==> src/rtl/div_iter_param.sv <==
// Iterative restoring divider, WIDTH-bit operands, BPC quotient bits per cycle.
// Signed operation works on magnitudes; signs are re-applied in a final FIX cycle.
module div_iter_param #(
  parameter int unsigned WIDTH = 32,
  parameter int unsigned BPC   = 1
) (
  input  logic                 clk,
  input  logic                 rst,
  input  logic                 signed_div_i,
  input  logic [WIDTH-1:0]     opdata1_i,
  input  logic [WIDTH-1:0]     opdata2_i,
  input  logic                 start_i,
  input  logic                 annul_i,
  output logic [2*WIDTH-1:0]   ret_o,
  output logic                 ready_o,
  output logic                 busy_o,
  output logic                 dbz_o
);

  localparam int unsigned N  = WIDTH / BPC;
  localparam int unsigned CW = $clog2(N + 1);

  typedef enum logic [1:0] {
    S_IDLE,
    S_BUSY,
    S_FIX,
    S_DONE
  } state_t;

  state_t               state_q, state_d;
  logic [CW-1:0]        cnt_q, cnt_d;
  logic [WIDTH-1:0]     rem_q, rem_d;
  logic [WIDTH-1:0]     quo_q, quo_d;
  logic [WIDTH-1:0]     dvsr_q, dvsr_d;
  logic                 sign1_q, sign1_d;
  logic                 sign2_q, sign2_d;
  logic [2*WIDTH-1:0]   ret_q, ret_d;
  logic                 ready_q, ready_d;
  logic                 dbz_q, dbz_d;

  logic                 neg1, neg2;
  logic [WIDTH-1:0]     abs1, abs2;
  logic [WIDTH-1:0]     step_rem, step_quo;
  logic [WIDTH:0]       shifted, trial;

  assign neg1 = signed_div_i & opdata1_i[WIDTH-1];
  assign neg2 = signed_div_i & opdata2_i[WIDTH-1];
  assign abs1 = neg1 ? -opdata1_i : opdata1_i;
  assign abs2 = neg2 ? -opdata2_i : opdata2_i;

  // The quotient register doubles as the dividend shifter: dividend bits leave
  // at the MSB while quotient bits enter at the LSB.
  always_comb begin
    step_rem = rem_q;
    step_quo = quo_q;
    shifted  = '0;
    trial    = '0;
    for (int unsigned i = 0; i < BPC; i++) begin
      shifted  = {step_rem, step_quo[WIDTH-1]};
      trial    = shifted - {1'b0, dvsr_q};
      step_quo = {step_quo[WIDTH-2:0], ~trial[WIDTH]};
      step_rem = trial[WIDTH] ? shifted[WIDTH-1:0] : trial[WIDTH-1:0];
    end
  end

  always_comb begin
    state_d = state_q;
    cnt_d   = cnt_q;
    rem_d   = rem_q;
    quo_d   = quo_q;
    dvsr_d  = dvsr_q;
    sign1_d = sign1_q;
    sign2_d = sign2_q;
    ret_d   = ret_q;
    ready_d = ready_q;
    dbz_d   = dbz_q;
    case (state_q)
      S_IDLE: begin
        ret_d   = '0;
        ready_d = 1'b0;
        dbz_d   = 1'b0;
        if (start_i && !annul_i) begin
          sign1_d = neg1;
          sign2_d = neg2;
          dvsr_d  = abs2;
          quo_d   = abs1;
          rem_d   = '0;
          cnt_d   = '0;
          if (opdata2_i == '0) begin
            // ready_o rises on the following edge from the DONE state.
            dbz_d   = 1'b1;
            state_d = S_DONE;
          end else begin
            state_d = S_BUSY;
          end
        end
      end
      S_BUSY: begin
        if (annul_i) begin
          state_d = S_IDLE;
        end else begin
          rem_d = step_rem;
          quo_d = step_quo;
          cnt_d = cnt_q + CW'(1);
          if (cnt_q == CW'(N - 1)) state_d = S_FIX;
        end
      end
      S_FIX: begin
        if (annul_i) begin
          state_d = S_IDLE;
        end else begin
          ret_d   = {(sign1_q ? -rem_q : rem_q),
                     ((sign1_q ^ sign2_q) ? -quo_q : quo_q)};
          ready_d = 1'b1;
          dbz_d   = 1'b0;
          state_d = S_DONE;
        end
      end
      S_DONE: begin
        if (!start_i) begin
          ret_d   = '0;
          ready_d = 1'b0;
          dbz_d   = 1'b0;
          state_d = S_IDLE;
        end else begin
          ready_d = 1'b1;
        end
      end
      default: state_d = S_IDLE;
    endcase
  end

  always_ff @(posedge clk or posedge rst) begin
    if (rst) begin
      state_q <= S_IDLE;
      cnt_q   <= '0;
      rem_q   <= '0;
      quo_q   <= '0;
      dvsr_q  <= '0;
      sign1_q <= 1'b0;
      sign2_q <= 1'b0;
      ret_q   <= '0;
      ready_q <= 1'b0;
      dbz_q   <= 1'b0;
    end else begin
      state_q <= state_d;
      cnt_q   <= cnt_d;
      rem_q   <= rem_d;
      quo_q   <= quo_d;
      dvsr_q  <= dvsr_d;
      sign1_q <= sign1_d;
      sign2_q <= sign2_d;
      ret_q   <= ret_d;
      ready_q <= ready_d;
      dbz_q   <= dbz_d;
    end
  end

  assign ret_o   = ret_q;
  assign ready_o = ready_q;
  assign dbz_o   = dbz_q;
  assign busy_o  = (state_q == S_BUSY) || (state_q == S_FIX);

endmodule

==> config.mk <==
export PLATFORM = sky130hd
export DESIGN_NAME = div_iter_param
export DESIGN_NICKNAME = d
export VERILOG_FILES = /design/src/rtl/div_iter_param.sv
export SDC_FILE = /design/constraint.sdc
export NUM_CORES = 1
export LEC_CHECK = 0
export ABC_AREA = 1
export BUFFER_PORTS_ARGS = -buffer_cell sky130_fd_sc_hd__clkbuf_2
export CORE_MARGIN = 5
export CORE_UTILIZATION = 60
export DETAILED_ROUTE_END_ITERATION = 10
export GPL_TIMING_DRIVEN = 0
export PLACE_DENSITY_LB_ADDON = 0.05
export RECOVER_POWER = 25
export SLEW_MARGIN = 20
export SYNTH_ARGS = -nofsm -noshare
export SYNTH_HDL_FRONTEND = slang
export SYNTH_SLANG_ARGS = --single-unit
export TNS_END_PERCENT = 100
==> constraint.sdc <==
create_clock -name clk -period 5.75 [get_ports clk]
set_clock_uncertainty 0.1 [all_clocks]
set_input_delay 0 -clock clk [delete_from_list [all_inputs] [get_ports clk]]
set_output_delay 0 -clock clk [all_outputs]
set_load 0.03 [all_outputs]
; ---- Yosys cells after proc, flatten, opt, wreduce, memory -nomap -nowiden
; Index checks and enable logic that the tools add are counted.
[op_classes]
n_addsub = 6
eq_ne = 9
n_mux = 32
bitwise_logic = 4
reduce_logical = 12
[op_table]
columns = op, count
row1 = $mux W32, 9
row2 = $pmux W64 S3, 1
row3 = $mux W64, 2
row4 = $neg A32 Y32, 4
row5 = $pmux W32 S2, 2
row6 = $sub A33 B32 Y33, 1
row7 = $logic_not A32 Y1, 1
row8 = $mux W2, 6
row9 = $mux W6, 2
row10 = $pmux W6 S2, 1
row11 = $reduce_and A3 Y1, 3
row12 = $ne A2 B2 Y1 const B, 4
row13 = $pmux W2 S4, 1
row14 = $add A6 B1 Y6 const B, 1
row15 = $eq A6 B5 Y1 const B, 1
row16 = $mux W1, 6
row17 = $pmux W1 S3, 2
row18 = $eq A2 B2 Y1 const B, 2
row19 = $reduce_and A2 Y1, 2
row20 = $ne A3 B3 Y1 const B, 1
row21 = $reduce_bool A3 Y1, 1
row22 = $and A1 B1 Y1, 2
row23 = $eq A2 B1 Y1 const B, 1
row24 = $logic_not A2 Y1, 1
row25 = 6 further kinds, 6
[word_totals]
ff_bits = 172
inputBits = 69
output_inout_bits = 67

; ---- Longest topological paths before layout
; Gate-level depths: netlist (run 1).
[logic_depth]
depth_word = 4
mapped_depth = 18
ltp_nobuf = 17

; ---- Worst setup path after synthesis (run 1)
; No wires, ideal clock.
[synth_path]
path_kind = reg-to-reg
startpoint = register quo_q[31]
endpoint = register rem_q[10]
setup_ps = 117
arrival_time_ps = 2082
required_ps = 5533
setup_slack_ps = 3451
path_stages_with_launch = 19
n_path_buf = 1
synth_period_minus_slack_ps = 2299
path_cell_list = dfrtp_1 inv_1 ha_1 fa_1 inv_1 nand2_1 nand2_1 nand3_1 nand2_2 nand2_1 nand2_2 nand2_4 nand2_4 nand2_4 nand2_8 buf_6 nand2_1 nand3_1 nand2_1
[synth_via]
elab_chain_len = 4
[synth_lines]
columns = item, line_no
row1 = start: declaration, 33  ; logic [WIDTH-1:0] quo_q, quo_d;
row2 = start signal: assignment, 149  ; quo_q <= quo_d;
row3 = $sub A33 B32 Y33, 60  ; trial = shifted - {1'b0, dvsr_q};
row4 = $mux W32, 62  ; step_rem = trial[WIDTH] ? shifted[WIDTH-1:0] : trial[WIDTH-1:0];
row5 = $mux W32, 99  ; if (annul_i) begin
row6 = $pmux W32 S2, 77  ; case (state_q)
row7 = end signal: assignment, 148  ; rem_q <= rem_d;
row8 = end: declaration, 32  ; logic [WIDTH-1:0] rem_q, rem_d;
; Every way passes these cells. The select of a mux whose other input is x is not followed.
; A chain may end at the register's enable or synchronous reset.

; ---- Worst setup path after layout (run 1)
[layout_path]
startpoint = register state_q[0]
endpoint = register dbz_q, in the netlist dbz_o
[layout_via]
elab_chain_len = 3
elab_cells_between_ends = 8
cone_classes = eq/ne (4) / mux (1) / reduce/logical (3)
[layout_lines]
columns = item, line_no
row1 = start: declaration, 30  ; state_t state_q, state_d;
row2 = start signal: assignment, 146  ; state_q <= state_d;
row3 = $eq A2 B2 Y1 / $logic_not A2 Y1 (equally long branches), 77
row4 = $ne A2 B2 Y1 (no source line) / $reduce_bool A3 Y1 (equally long branches), -
row5 = $reduce_and A3 Y1 (no source line), -
row6 = end signal: assignment, 155  ; dbz_q <= dbz_d;
row7 = end: declaration, 39  ; logic dbz_q, dbz_d;
; Parallel ways exist; a longest one is shown, timed or not.

==> results.cfg, run 1 <==
[status]
outcome = complete, no violations

[cells_and_area]
final_nets = 2429
postLayoutCoreUtil_pct = 71.5
num-fill-cells = 1857
drive_gt1_share_pct = 9.52
area_growth_pct = 17.3
multi_input_area_sq_um = 7550
ff_latch_area_sq_um = 4300
antenna_cells = 0
final_cells = 2611
final_area_sq_um = 15600

[power_and_ir_drop]
power.density_nw_per_um2 = 578
leakage_nw = 8.46
vdd_ir_drop_max_mv = 0.229
total_power_mw = 9.03

[drt]
viasPerCell = 5.69
drt_wl_total_um = 44300
first_pass_iters = 6
drc = 0
final_antenna_net_count = 0
vias = 14900
drt_iter0_markers = 1707
wl_per_cell_um = 17.0

[clock_tree]
clkLatencyLatePin_ns = 0.45
cts_resized = 0
clk_pin_slew_ns = 0.08
cts.sinks = 172
postCtsSetupBuffers = 0
cts.path.max_buffers = 2
cts_buffers = 17
cts_htree_levels = 4
cts_root_buf = clkbuf_16
tritoncts = yes
holdBufCountCts = 68

[synthesis]
yosysMostFrequentCell = nand2_1
synth_area_per_cell_sq_um = 6.35
ys_seq_area_share_pct = 32.3
synth.yosys.warnings = 0
syn_inst = 2095
yosys_most_used_dff = dfrtp_1
synthTopCellsByArea = dfrtp_1 (32%), nand2_1 (19%), inv_1 (8.6%), nand3_1 (8.0%), o21ai_0 (6.0%)
synthArstFlopShare_pct = 100
syn_nets = 2206
synth_largest_area_cell = dfrtp_1
synth-edff-count = 0
synthTopCellsByCount = nand2_1 (668), inv_1 (304), nand3_1 (213)
yosys.area.top_type_share_pct = 32.3
ys_types = 47
syn_area_sq_um = 13300
ys_ff_latch = 172

[floorplan]
start_util_pct = 61.0
die-area_sq_um = 25300
ioPinCount = 136
fp.dieW_um = 159
core_sq_um = 21800
die_h_um = 159
rows = 54

[setup_path]
slowest_stage = dlygate4sd3_1
cp.required_ns = 6.04
critical_path_class = reg -> reg
cp-start-kind = flop
worstPathArrival_ns = 3.55
worstPathMaxFanout = 10
path_common_cell = nand2_1
max_stage_delay_ns = 0.60
crit_path_end_kind = flop
cp_top_family = buffers and inverters
critPathBufInv = 4
path_cells = inv_1, ha_1, buf_2, a21oi_1, nand2_1, clkbuf_1, nor2_1, nand3_1, dlygate4sd3_1, nand2_1

[worst_hold_path]
hold_path.class = in -> reg

[global_route]
met2_usage_pct = 50.6
grtUsageTotal_pct = 34.8
grt_pass1_vias = 13700
antenna_found_initial = 0
grt_overflow_total = 0
top_usage_layer = met1
grt_use_met3_pct = 8.23
grt_first_pass_wirelength_um = 72100
use_met1_pct = 53.0
grt_max_degree = 104

[sta]
setup_violations = 0
slew_violations = 0
rsz0062_at_grt = no
relSlewSlack_pct = 44.2
finalHoldViolCount = 0
worstMarginPinSlew_ns = 0.837
setup_tns_ns = 0
min_period_over_period_pct = 56.8
fmax_ghz = 0.306
finalCriticalPeriod_ns = 3.27

[placement]
postPlaceCellArea_sq_um = 14400
dp_hpwl_um = 34100
io_buffers = 135
place_inst = 2511
gp_congestion = 0.970

[run]
cap_violations = 0
[registers in the layout, indices dropped and copies added (netlist names)]
signal / flops
sign2_q: 1
ready_o: 1
dvsr_q: 32
dbz_o: 1
cnt_q: 6
rem_q: 32
quo_q: 32
sign1_q: 1
state_q: 2
ret_o: 64
[tightest hold or removal path, cell delays in order]
cell and delay [ns]:
clkbuf_2 0.09, inv_1 0.09, xor2_1 0.11, nand2_1 0.07, o211ai_1 0.09, o21ai_0 0.08
[stage by stage]
step	worst slack [ns]	hold WS, ns
after floorplan	0.990	0.0469
after global placement	-0.714	0.191
final	2.48	0.0174
after global routing	2.33	0.0641
after detailed placement	3.00	0.0819
after CTS	2.75	0.00215
[layout make-up]
| type | instances | area share (%) |
|---|---|---|
| plain buffers | 62 | 1.82 |
| clock buffers | 20 | 2.93 |
| clock inverters | 12 | 0.689 |
| inverters | 311 | 7.53 |
| multi-input cells | 1550 | 48.4 |
| flip-flops and latches | 172 | 27.6 |
| well taps | 280 | 2.24 |
| repair buffers | 204 | 8.86 |
[logic make-up after synthesis]
family | after synthesis | synth area share (%)
xor gates and xnor gates | 45 | 2.96
DFF | 172 | 32.3
buffers and inverters | 373 | 10.9
adders and majority gates | 42 | 4.01
AOI/OAI and AO/OA | 318 | 13.3
and+or+nand+nor | 1145 | 36.5
[path summary, 6_finish.rpt]
check | end | start | slack (ns) | cells past startpoint
max | dbz_o$_DFFE_PP0P_ | state_q[0]$_DFFE_PP0P_ | 2.48 | 10
min | quo_q[15]$_DFFE_PP0P_ | opdata1_i[15] | 0.02 | 6
max reg2reg | dbz_o$_DFFE_PP0P_ | state_q[0]$_DFFE_PP0P_ | 2.48 | 10
min reg2reg | ret_o[58]$_DFFE_PP0P_ | ret_o[58]$_DFFE_PP0P_ | 0.38 | 2
max in group asynchronous | quo_q[27]$_DFFE_PP0P_ | rst | 4.59 | 4
min in group asynchronous | ret_o[61]$_DFFE_PP0P_ | rst | 0.18 | 3
[cell usage in the layout (no fill, tap or decap), types with 4 or more instances in the layout]
cell	instances
nand4_1	30
xnor2_1	16
nand2_1	668
nand3b_1	8
o31ai_1	10
and2_1	5
or2_2	4
inv_2	5
o2111ai_1	5
inv_1	303
o21ai_1	4
nor2_2	8
clkbuf_1	38
ha_1	41
o211ai_1	13
dlygate4sd3_1	68
o22ai_1	4
nand2_2	6
clkbuf_2	134
a32o_1	7
nor3_1	33
dfrtp_1	172
a21oi_1	98
o21bai_1	5
buf_1	5
nand3_1	213
nor2_1	159
buf_4	5
o21ai_0	159
a22oi_1	4
xor2_1	29
clkbuf_16	17
buf_2	14
[layer usage]
metal,part of all wire [%],wire length (um),vias up
li1,-,-,7187
met1,45,19900,6739
met3,12,5280,77
met5,0,0,-
met2,41,18200,860
met4,2.0,891,0
[report_power, final]
group / total [mW] / internal (mW) / switching (mW)
registers: 2.12 / 1.68 / 0.443
logic: 5.77 / 1.74 / 4.03
clock network: 1.14 / 0.588 / 0.548
(Power assumes the default switching activity.)
==> run 2, diff against run 1 <==
--- a/config.mk
+++ b/config.mk
@@ -5,10 +5,10 @@
 export SDC_FILE = /design/constraint.sdc
 export NUM_CORES = 1
 export LEC_CHECK = 0
-export ABC_AREA = 1
+export ABC_AREA = 0
 export BUFFER_PORTS_ARGS = -buffer_cell sky130_fd_sc_hd__clkbuf_2
 export CORE_MARGIN = 5
-export CORE_UTILIZATION = 60
+export CORE_UTILIZATION = 54
 export DETAILED_ROUTE_END_ITERATION = 10
 export GPL_TIMING_DRIVEN = 0
 export PLACE_DENSITY_LB_ADDON = 0.05
==> constraint.sdc (replaced) <==
create_clock -name clk -period 2.9 [get_ports clk]
set_clock_uncertainty 0.1 [all_clocks]
set_input_delay 0 -clock clk [delete_from_list [all_inputs] [get_ports clk]]
set_output_delay 0 -clock clk [all_outputs]
set_load 0.03 [all_outputs]
==> run 2 against run 1 <==
  * The flow now finishes with violations (max-capacitance violations, max-slew violations, negative setup slack)
  * Register-to-register slack lost 3.0 ns
  * Clock-buffer cell count shrank 1
  * Sequential share of layout area grew 1.3 points
  * Cell count shrank 25%
  * Die area shrank 4.7%
  * Total power grew 110%
  * Clock power grew 110%
  * Combinational power grew 110%
  * Non-clock buffer count grew 87
  * Critical path depth grew 2
  * Maximum frequency shrank 4.7%
  * Critical path type unchanged
  * Highest routed layer unchanged
==> results.cfg, run 2 <==
[sta]
worstMarginPinSlew_ns = 1.51
setup_slack_ns = -0.530
finalCriticalPeriod_ns = 3.43
holdWs_ns = 0.00104
rsz0062_at_grt = yes
relSlewSlack_pct = -0.579
setup_tns_ns = -17.80
slew_violations = 30
min_period_over_period_pct = 118
finalHoldViolCount = 0
fmax_ghz = 0.292
setup_violations = 48

[synthesis]
synth_fa_ha_area_share_pct = 4.69
synthTopCellsByCount = nand2_1 (207), o21ai_0 (188), dfrtp_1 (172)
synth_top_family_by_area = compound AO/OA/AOI/OAI gates
yosys_most_used_dff = dfrtp_1
synthArstFlopShare_pct = 100
synth-edff-count = 0
ys_seq_area_share_pct = 37.9
synthTopCellsByArea = dfrtp_1 (38%), o21ai_0 (8.3%), nand2_1 (6.8%), xor2_1 (6.2%), xnor2_1 (4.5%)
synth_simple_gate_area_share_pct = 18.9
ys_ff_latch = 172
syn_area_sq_um = 11400
synth_area_per_cell_sq_um = 8.40
synth-compound-area-share_pct = 20.8
synth.yosys.warnings = 0
yosys.area.top_type_share_pct = 37.9
ys_types = 70
yosysMostFrequentCell = nand2_1
synthMuxAreaShare_pct = 2.73
synth_largest_area_cell = dfrtp_1
syn_nets = 1464
synth_xor_area_share_pct = 10.7
syn_inst = 1353

[drt]
final_antenna_net_count = 0
maxUsedRoutingLayer = met4
drc = 0
dr_wl_met3_um = 2740
wl_per_cell_um = 18.2
drt_wl_total_um = 35400
met2_length_um = 15700
first_pass_iters = 6
vias = 11300
viasPerCell = 5.78
drt_iter0_markers = 735
wl_met1_um = 16300

[setup_path]
cp.required_ns = 3.14
worstPathArrival_ns = 3.67
cp-start-kind = flop
crit_path_end_kind = flop
worstPathMaxFanout = 4
critical_path_class = reg -> reg

[global_route]
grt_pass1_vias = 10700
grtUsageTotal_pct = 28.7
grt_overflow_total = 0
grt_max_degree = 32
grt_first_pass_wirelength_um = 55600
antenna_found_initial = 0

[floorplan]
die_h_um = 155
die-area_sq_um = 24100
core_sq_um = 20900
fp.dieW_um = 155
ioPinCount = 136
rows = 53
start_util_pct = 54.4

[cells_and_area]
antenna_cells = 0
final_nets = 1771
final_cells = 1948
largest_reg_flops = 64
final_area_sq_um = 15000
drive_gt1_share_pct = 22.5
layout_common_cells = nand2_1 (202), dfrtp_1 (155), o21ai_0 (151), clkbuf_2 (137), a21oi_1 (96)
final_common_cell = nand2_1
area_growth_pct = 31.9

[power_and_ir_drop]
leakage_nw = 6.68
power.density_nw_per_um2 = 1260
vdd_ir_drop_max_mv = 0.680

[worst_hold_path]
hold_path.class = in -> reg

[clock_tree]
clk_pin_slew_ns = 0.07
tritoncts = yes
cts_root_buf = clkbuf_16
cts.path.max_buffers = 2
clkLatencyLatePin_ns = 0.43
cts_buffers = 17
cts.sinks = 172
cts_htree_levels = 4

[placement]
dp_hpwl_um = 25000
io_buffers = 135
place_inst = 1769
postPlaceCellArea_sq_um = 12600
gp_congestion = 0.900
dp_slack_ns = -0.722

[status]
outcome = finished with violations
violations = max-capacitance violations, max-slew violations, negative setup slack

[run]
cap_violations = 1
## run 2: cells by family (layout without fill, tap and decap cells)
family,count (synthesis),in the layout
simple gates,443,443
xor+xnor,139,139
buf+inv,124,444
fa+ha+maj,42,42
compound gates,402,402
mux,31,31
flops,172,172
## run 2: metal layers
metal	vias up	GRT usage, %
met5	-	0
met4	0	8.20
met3	64	4.70
met2	443	43.4
met1	5356	42.6
li1	5394	-
## run 2: area by class of cell
type                    count  area, sq um
multi-input cells        1057         7110
well taps                 275          344
clock buffers              19          443
fillers                  1618         5890
flip-flops and latches    172         4330
plain buffers              62          295
clock inverters            13          151
repair buffers            291         2100
inverters                  59          225
## run 2: final timing paths
kind                                        startpoint                      to  slack, ns  depth (start not counted)
worst max register to register   dvsr_q[0]$_DFFE_PP0P_   rem_q[16]$_DFFE_PP0P_      -0.53                         12
min in group asynchronous                          rst   ret_o[54]$_DFFE_PP0P_       0.15                          3
worst max-delay path             dvsr_q[0]$_DFFE_PP0P_   rem_q[16]$_DFFE_PP0P_      -0.53                         12
max in group asynchronous                          rst    rem_q[0]$_DFFE_PP0P_       0.48                          7
worst min register to register  dvsr_q[11]$_DFFE_PP0P_  dvsr_q[11]$_DFFE_PP0P_       0.38                          2
worst min-delay path                      opdata1_i[3]    quo_q[3]$_DFFE_PP0P_      0.001                          5
## run 2: worst max-delay path, stage by stage, from the launching register on
cell      delay, ns
dfrtp_2        0.45
ha_4           0.18
fa_2           0.34
nand2b_4       0.15
a21o_1         0.21
a211oi_4       0.29
o211ai_1       0.25
a31oi_4        0.33
a21o_4         0.19
a211oi_4       0.08
buf_6          0.15
or4_4          0.51
o211ai_1       0.10
## run 2: timing repair
| item | 4_1_cts | 5_1_grt |
|---|---|---|
| gates resized for setup | 73 | 78 |
| cloned | 0 | 1 |
| endpoints found under the setup margin | 62 | 91 |
| buffers inserted | 70 | 17 |
| hold buffers | 68 | 0 |
| pin swaps | 32 | 39 |
| hold endpoints to repair | 130 | 0 |
## run 2: metrics by stage
stage,utilization (%),power (mW)
final,71.8,18.9
after global routing,71.8,20.2
after CTS,70.2,17.8
after detailed placement,60.3,14.0
after global placement,59.7,13.9
after floorplan,-,11.4
## run 2: where the power goes
group | switching (mW) | internal [mW] | total [mW]
Sequential | 1.22 | 3.41 | 4.64
Clock | 1.05 | 1.32 | 2.37
Combinational | 6.92 | 5.01 | 11.9
